$ cat config.mk
export PLATFORM = sky130hd
export DESIGN_NAME = rom_port_arbiter
export DESIGN_NICKNAME = d
export VERILOG_FILES = /design/src/rtl/rom_port_arbiter.sv
export SDC_FILE = /design/constraint.sdc
export NUM_CORES = 1
export LEC_CHECK = 0
export CAP_MARGIN = 40
export CORE_MARGIN = 1.5
export CORE_UTILIZATION = 50
export CTS_CLUSTER_SIZE = 12
export DETAILED_ROUTE_END_ITERATION = 6
export DONT_BUFFER_PORTS = 1
export GPL_TIMING_DRIVEN = 0
export PLACE_DENSITY = 0.64
export SYNTH_ARGS = -nofsm -noshare
export SYNTH_HDL_FRONTEND = slang
export SYNTH_SLANG_ARGS = --single-unit
export TNS_END_PERCENT = 30
$ cat constraint.sdc
create_clock -name i_clk -period 12.2 [get_ports i_clk]
set_clock_uncertainty 0.1 [all_clocks]
set_input_delay 2.44 -clock i_clk [delete_from_list [all_inputs] [get_ports i_clk]]
set_output_delay 2.44 -clock i_clk [all_outputs]
set_load 0.03 [all_outputs]
$ cat src/rtl/rom_port_arbiter.sv
// Two-port arbiter for the instruction ROM read port (IF fetch vs LS load), 1-cycle registered read data.
// Define ROM_ARB_RR_EN for round-robin conflict resolution; default is LS priority with an IF starvation guard.
module rom_port_arbiter #(
  parameter int STARVE_LIMIT = 4,
  parameter int CNT_W        = 3
) (
  input  logic        i_clk,
  input  logic        i_rst,
  input  logic        i_if_req,
  input  logic [31:0] i_if_addr,
  output logic        o_if_gnt,
  output logic        o_if_rvalid,
  output logic [31:0] o_if_rdata,
  output logic        o_if_misal,
  input  logic        i_ls_req,
  input  logic [31:0] i_ls_addr,
  output logic        o_ls_gnt,
  output logic        o_ls_rvalid,
  output logic [31:0] o_ls_rdata,
  output logic        o_ls_misal,
  output logic [31:0] o_rom_addr,
  input  logic [31:0] i_rom_data
);

  localparam logic GNT_IF = 1'b0;
  localparam logic GNT_LS = 1'b1;

  logic r_last_gnt;
  logic w_if_wins_conflict;
  logic w_if_gnt;
  logic w_ls_gnt;

`ifdef ROM_ARB_RR_EN
  // Round-robin: on a conflict the port that did not win last time takes the grant.
  always_comb begin
    w_if_wins_conflict = (r_last_gnt == GNT_LS);
  end
`else
  logic [CNT_W-1:0] r_wait_cnt;

  always_comb begin
    w_if_wins_conflict = (r_wait_cnt == CNT_W'(STARVE_LIMIT));
  end

  // Counts consecutive cycles IF was left waiting; saturates so IF keeps winning until served.
  always_ff @(posedge i_clk or posedge i_rst) begin
    if (i_rst) begin
      r_wait_cnt <= '0;
    end else if (!i_if_req || w_if_gnt) begin
      r_wait_cnt <= '0;
    end else if (r_wait_cnt != CNT_W'(STARVE_LIMIT)) begin
      r_wait_cnt <= r_wait_cnt + 1'b1;
    end
  end
`endif

  always_comb begin
    w_if_gnt = 1'b0;
    w_ls_gnt = 1'b0;
    if (!i_rst) begin
      w_if_gnt = i_if_req && (!i_ls_req || w_if_wins_conflict);
      w_ls_gnt = i_ls_req && !w_if_gnt;
    end
  end

  always_comb begin
    o_rom_addr = '0;
    if (w_if_gnt) begin
      o_rom_addr = i_if_addr;
    end else if (w_ls_gnt) begin
      o_rom_addr = i_ls_addr;
    end
  end

  assign o_if_gnt = w_if_gnt;
  assign o_ls_gnt = w_ls_gnt;

  always_ff @(posedge i_clk or posedge i_rst) begin
    if (i_rst) begin
      r_last_gnt <= GNT_LS;
    end else if (w_if_gnt) begin
      r_last_gnt <= GNT_IF;
    end else if (w_ls_gnt) begin
      r_last_gnt <= GNT_LS;
    end
  end

  // The ROM ignores the low address bits, so the aligned word is captured and misalignment is flagged.
  always_ff @(posedge i_clk or posedge i_rst) begin
    if (i_rst) begin
      o_if_rvalid <= 1'b0;
      o_if_rdata  <= '0;
      o_if_misal  <= 1'b0;
      o_ls_rvalid <= 1'b0;
      o_ls_rdata  <= '0;
      o_ls_misal  <= 1'b0;
    end else begin
      o_if_rvalid <= w_if_gnt;
      o_if_misal  <= w_if_gnt && (i_if_addr[1:0] != 2'b00);
      o_ls_rvalid <= w_ls_gnt;
      o_ls_misal  <= w_ls_gnt && (i_ls_addr[1:0] != 2'b00);
      if (w_if_gnt) begin
        o_if_rdata <= i_rom_data;
      end
      if (w_ls_gnt) begin
        o_ls_rdata <= i_rom_data;
      end
    end
  end

endmodule

-- Word-level counts from Yosys, hierarchy flattened
Cells that the tools add are included.
- register bits after elaboration: 71
- input bits: 100
- output and inout port bits: 102
- word-level logic and storage cells: 28
- add/subtract/negate cells: 1
- eq/ne operators: 2
- mux-type cells: 6
- reduce and logical (&&, ||, !) cells: 12
- operators by type and width (cell ; count):
    32-bit 2-to-1 mux ; 2
    3-bit 2-to-1 mux ; 2
    2-bit nonzero test ; 3
    1-bit logical AND ; 4
    3-bit by 1-bit adder with 3-bit output (second input constant) ; 1
    3-bit == test (second input constant) ; 1
    1-bit zero test ; 3
    3-bit != test (second input constant) ; 1
    1-bit logical OR ; 2
    1-bit 2-to-1 mux ; 2

-- Depth between registers and ports, before layout
Gate-level depths: netlist of the first run.
- depth after elaboration: 8
- depth in mapped cells: 7
- depth with buffers taken out: 5

-- Least setup slack after synthesis of the first run
OpenSTA, ideal clock, no wires.
- path type: input port to output port
- start: in i_rst
- end: out o_rom_addr[23]
- data arrival time: 5.136 ns
- data required time: 9.660 ns
- setup slack: 4.524 ns
- stages: 5
- buffers on the path: 2
- path through: inv_1 and3_4 buf_6 buf_2 a22o_1
- cells in the longest elaborated chain, start to end: 3
- elaborated cells between the ends (all ways): 4
- those cells by class: 4 x mux
- ends and longest elaborated chain (what ; line ; source):
    start, declared ; 8 ; input logic i_rst,
    1-bit 2-to-1 mux ; 60 ; if (!i_rst) begin
    named net o_ls_gnt ; 17 ; output logic o_ls_gnt,
    32-bit 2-to-1 mux ; 70 ; end else if (w_ls_gnt) begin
    32-bit 2-to-1 mux ; 68 ; if (w_if_gnt) begin
    end, declared ; 21 ; output logic [31:0] o_rom_addr,
The timed path passes the listed nets, and every way through them passes these cells.

-- Final worst setup path of the first run
- start: in i_rst
- end: out o_rom_addr[28]
Same word-level chain as after synthesis.

==> results of run 1 <==
-- synthesized netlist by cell type, drive strengths merged --
cell type,count,area [sq um]
a22o,32,280
buf,14,87.6
inv,3,11.3
nand2,5,18.8
a21oi,1,8.76
nand2b,2,12.5
a31oi,1,6.26
o22ai,2,12.5
ha,2,25.0
o21a,2,15.0
or3b,1,8.76
and3,1,11.3
mux2,64,743
dfrtp,71,1780
o21ai,2,10.0
nand3,2,10.0
-- layout make-up --
type	count	share of cell area, %
Buffer	14	2.59
Sequential cell	71	52.5
Tap cell	75	2.77
Clock buffer	10	4.07
Multi-Input combinational cell	117	34.4
Clock inverter	5	1.74
Inverter	3	0.333
Timing Repair Buffer	2	1.63
-- flip-flops by register name, indices dropped and copies added, names as in the netlist --
register     flops
o_ls_rdata      32
o_if_rdata      32
o_if_rvalid      1
o_ls_rvalid      1
r_wait_cnt       3
o_ls_misal       1
o_if_misal       1
-- report_power, final --
group / total [mW] / internal [mW] / switching, mW
Clock: 0.184 / 0.0987 / 0.0855
Combinational: 0.0835 / 0.0411 / 0.0424
Sequential: 0.376 / 0.272 / 0.104
-- worst reg2reg max path, delay by kind of cell (launching register included) --
kind	cells	cell delay, ns
buffers and inverters	3	0.53
DFF	1	0.40
muxes	1	0.35
adders and majority gates	1	0.21
AOI/OAI and AO/OA	1	0.20
and+or+nand+nor	1	0.10
-- final timing paths --
check / startpoint / end / slack (ns) / cells after the start
max: i_rst / o_rom_addr[28] / 5.40 / 6
min: r_wait_cnt[0] / r_wait_cnt[0] / 0.47 / 2
max reg2reg: r_wait_cnt[0] / o_if_rdata[2] / 10.22 / 7
min reg2reg: r_wait_cnt[0] / r_wait_cnt[0] / 0.47 / 2
max in group asynchronous: i_rst / o_ls_rdata[4] / 9.39 / 3
min in group asynchronous: i_rst / o_ls_rdata[20] / 1.91 / 1
-- through the flow --
step / util [%] / instances / setup slack, ns / hold WS, ns / power, mW
finish: 57.5 / 297 / 5.40 / 0.471 / 0.644
global route: 57.5 / 297 / 5.27 / 0.497 / 0.670
CTS: 57.5 / 297 / 5.37 / 0.477 / 0.650
detailed placement: 54.1 / 282 / 5.39 / 0.467 / 0.466
global placement: 53.2 / 280 / 3.92 / 0.446 / 0.458
floorplan: - / 205 / 4.52 / 0.432 / 0.441
-- kinds of logic after synthesis --
kind of cell | count (synthesis) | synth area share, %
AND/OR/NAND/NOR | 11 | 2.02
buffers and inverters | 17 | 3.25
flip-flops | 71 | 58.5
adder cells (fa/ha/maj) | 2 | 0.824
AO/OA/AOI/OAI | 40 | 11.0
multiplexers | 64 | 24.5
-- per-layer routing --
metal | part of all wire (%) | routed length (um) | GRT usage [%] | vias to the layer above
met1 | 36 | 2940 | 26.1 | 958
met4 | 1.6 | 134 | 10.3 | 0
met3 | 10 | 817 | 10.8 | 13
li1 | - | - | - | 784
met2 | 52 | 4260 | 43.4 | 112
met5 | 0 | 0 | 0 | -
==> results_dict.tcl, run 1 <==
set metrics [dict create \
    run_status "complete, no violations" \
    path_class "input pin to output pin" \
    finalNetCount 320 \
    cp.buffers_inverters 4 \
    worst_pin_slew_ns 0.519 \
    antenna_left 0 \
    clock-sinks 71 \
    setup_tns_ns 0 \
    grt_overflow 0 \
    grt_usage_pct 24.9 \
    grt_max_degree 29 \
    cts_max_path_buffers 2 \
    io_pins 202 \
    synth_cell_types 19 \
    period_needed_ns 6.80 \
    path_max_fanout 24 \
    dp_hpwl_um 6620 \
    place_congestion 0.855 \
    clockRootBuffer "clkbuf_8" \
    cts-resized-gates 0 \
    first_global_vias 2035 \
    fillCellCount 470 \
    clkLatencyLatePin_ns 0.34 \
    synth_area_sq_um 3040 \
    die_x_um 80.9 \
    syn_inst 205 \
    placed_area_sq_um 3190 \
    path_clk_slew_ns 0.07 \
    path_cells "inv_2 -> buf_16 -> and3_4 -> buf_6 -> buf_2 -> a22o_1" \
    syn_nets 307 \
    htree_levels 3 \
    timing.slew.headroom_pct 65.3 \
    clock.fmax_mhz 147 \
    cp_top_family "buffers and inverters" \
    seqCellArea_sq_um 1780 \
    cts.hold.buffers_added 0 \
    peakVddDrop_mv 0.131 \
    vias 1867 \
    cp-start-kind "input pin" \
    period_share_pct 55.7 \
    rows 28 \
    antenna_cells 0 \
    end_kind "output pin" \
    powerDensity_nw_per_um2 190 \
    grt_pass1_wl_um 11300 \
    core_area_sq_um 5890 \
    synth_area_per_cell_sq_um 14.8 \
    layout_common_cells "dfrtp_1, mux2_2, a22o_1" \
    die_h_um 80.9 \
    cp_slowest_stage_delay_ns 0.50 \
    cap_violations 0 \
    post-cts-setup-buffer-count 0 \
    layout_commonest_cell "dfrtp_1" \
    rsz0062_at_grt "no" \
    finalSetupViolCount 0 \
    final-max-slew-violation-count 0 \
    start_util_pct 51.6 \
    hold_class "register to register" \
    worstPathArrival_ns 4.26 \
    wl_um 8160 \
    die_area_sq_um 6550 \
    wl_per_cell_um 27.5 \
    cellLeakagePower_nw 1.47 \
    area_delta_synth_final_pct 11.4 \
    antenna_found_initial 0 \
    portBuffers 0 \
    ys_seq_area_share_pct 58.5 \
    multi_input_area_sq_um 1160 \
    finalHoldViolCount 0 \
    cts_buffers 9 \
    firstDrtPassIters 4 \
    fin_area_sq_um 3380 \
    vias_per_cell 6.29 \
    worst_path_max_delay_cell "a22o_1" \
    cp_data_required_time_ns 9.66 \
    cts_tree "yes" \
    ys_ff_latch 71 \
    drt_iter0_markers 91 \
    drive_gt1_share_pct 44.6 \
    drc 0 \
    yosysWarnings 0 \
]
Note: power is estimated with default switching activity, not from simulation.
==> run 2, diff against run 1 <==
PLACE_DENSITY = 0.67   (was 0.64)
clock period = 6.1 ns   (was 12.2 ns; I/O delays follow)
==> run 2 against run 1 <==
Global-route usage shrank 2.9 points. Clock power grew 74%. Routed wire length shrank 9.3%.
==> results_dict.tcl, run 2 (same netlist as run 1, synthesis figures left out) <==
set metrics [dict create \
    clock-sinks 71 \
    htree_levels 3 \
    path_clk_slew_ns 0.07 \
    finalSetupViolCount 0 \
    cp-start-kind "input pin" \
    layout_commonest_cell "dfrtp_1" \
    timing.slew.headroom_pct 59.2 \
    cp_data_required_time_ns 4.78 \
    vias 1834 \
    seqCellArea_sq_um 1780 \
    top_regs "o_if_rdata (32), o_ls_rdata (32), r_wait_cnt (3)" \
    cts_max_path_buffers 2 \
    layout_common_cells "dfrtp_1, mux2_2, a22o_1" \
    cellLeakagePower_nw 1.44 \
    cts-resized-gates 0 \
    first_global_vias 2010 \
    rsz0062_at_grt "no" \
    die_area_sq_um 6550 \
    grt_usage_pct 21.9 \
    clockRootBuffer "clkbuf_8" \
    die_h_um 80.9 \
    start_util_pct 51.6 \
    wl_per_cell_um 25.1 \
    path_class "input pin to output pin" \
    end_kind "output pin" \
    die_x_um 80.9 \
    run_status "complete, no violations" \
    peakVddDrop_mv 0.222 \
    post-cts-setup-buffer-count 0 \
    area_delta_synth_final_pct 9.14 \
    grt_pass1_wl_um 10300 \
    clock.fmax_mhz 238 \
    multi_input_area_sq_um 1160 \
    worstPathArrival_ns 2.88 \
    io_pins 202 \
    portBuffers 0 \
    finalHoldViolCount 0 \
    drt_iter0_markers 42 \
    worst_pin_slew_ns 0.612 \
    antenna_found_initial 0 \
    p_total_mw 1.24 \
    cap_violations 0 \
    vias_per_cell 6.22 \
    firstDrtPassIters 4 \
    finalNetCount 319 \
    setup_tns_ns 0 \
    grt_overflow 0 \
    cts.hold.buffers_added 0 \
    antenna_left 0 \
    cts_tree "yes" \
    period_share_pct 68.8 \
    place_congestion 0.727 \
    dp_hpwl_um 5680 \
    final-max-slew-violation-count 0 \
    antenna_cells 0 \
    core_area_sq_um 5890 \
    grt_max_degree 44 \
    cts_buffers 9 \
    wl_um 7400 \
    clkLatencyLatePin_ns 0.32 \
    powerDensity_nw_per_um2 373 \
    period_needed_ns 4.20 \
    fillCellCount 494 \
    path_max_fanout 30 \
    hold_class "register to register" \
    drive_gt1_share_pct 43.2 \
    drc 0 \
    rows 28 \
]
[run 2: changes by cell type in the layout (fill, tap and decap cells not counted), sizes merged]
cell      delta
clkinvlp     -2
clkbuf       +3
clkinv       -1
buf          -1
bufinv       -1
[run 2: path summary, 6_finish.rpt]
check / from / end / slack [ns] / cells after the start
setup / recovery: i_rst / o_rom_addr[29] / 1.90 / 5
hold / removal: r_wait_cnt[0] / r_wait_cnt[0] / 0.48 / 2
setup reg to reg: r_wait_cnt[0] / o_if_rdata[4] / 4.10 / 7
hold reg to reg: r_wait_cnt[0] / r_wait_cnt[0] / 0.48 / 2
max in group asynchronous: i_rst / o_ls_rdata[31] / 4.52 / 2
min in group asynchronous: i_rst / o_if_rdata[23] / 0.74 / 1
[run 2: layout make-up]
| cell class | instances | share of cell area, % |
|---|---|---|
| Tap cell | 75 | 2.83 |
| Buffer | 14 | 2.64 |
| Timing Repair Buffer | 1 | 0.604 |
| Clock buffer | 13 | 4.79 |
| Sequential cell | 71 | 53.6 |
| Clock inverter | 1 | 0.151 |
| Inverter | 3 | 0.340 |
| Multi-Input combinational cell | 117 | 35.1 |
[run 2: critical path, stage by stage]
cell and delay (ns):
inv_2 0.43, and3_4 0.32, buf_6 0.16, buf_2 0.33
a22o_1 0.40
[run 2: metal layers]
metal,up-vias,track usage [%],wire (um)
li1,774,-,-
met1,939,21.9,2470
met2,109,40.9,4140
met3,12,7.53,631
met4,0,9.48,149
met5,-,0,0
[run 2: where the power goes]
part / leakage (nW) / internal (mW) / switching (mW) / total (mW)
clock: 0.0854 / 0.165 / 0.155 / 0.321
combinational: 0.511 / 0.0800 / 0.0809 / 0.161
sequential: 0.847 / 0.544 / 0.210 / 0.755
[run 2: metrics by stage]
step / instances / worst slack (ns) / instance area, sq um / utilization, % / hold WS [ns]
2_1_floorplan: 205 / 0.864 / 3040 / - / 0.432
3_3_place_gp: 280 / 0.352 / 3130 / 53.2 / 0.445
3_5_place_dp: 281 / 1.86 / 3150 / 53.6 / 0.459
4_1_cts: 295 / 1.87 / 3320 / 56.3 / 0.470
5_1_grt: 295 / 1.75 / 3320 / 56.3 / 0.487
6_report: 295 / 1.90 / 3320 / 56.3 / 0.476
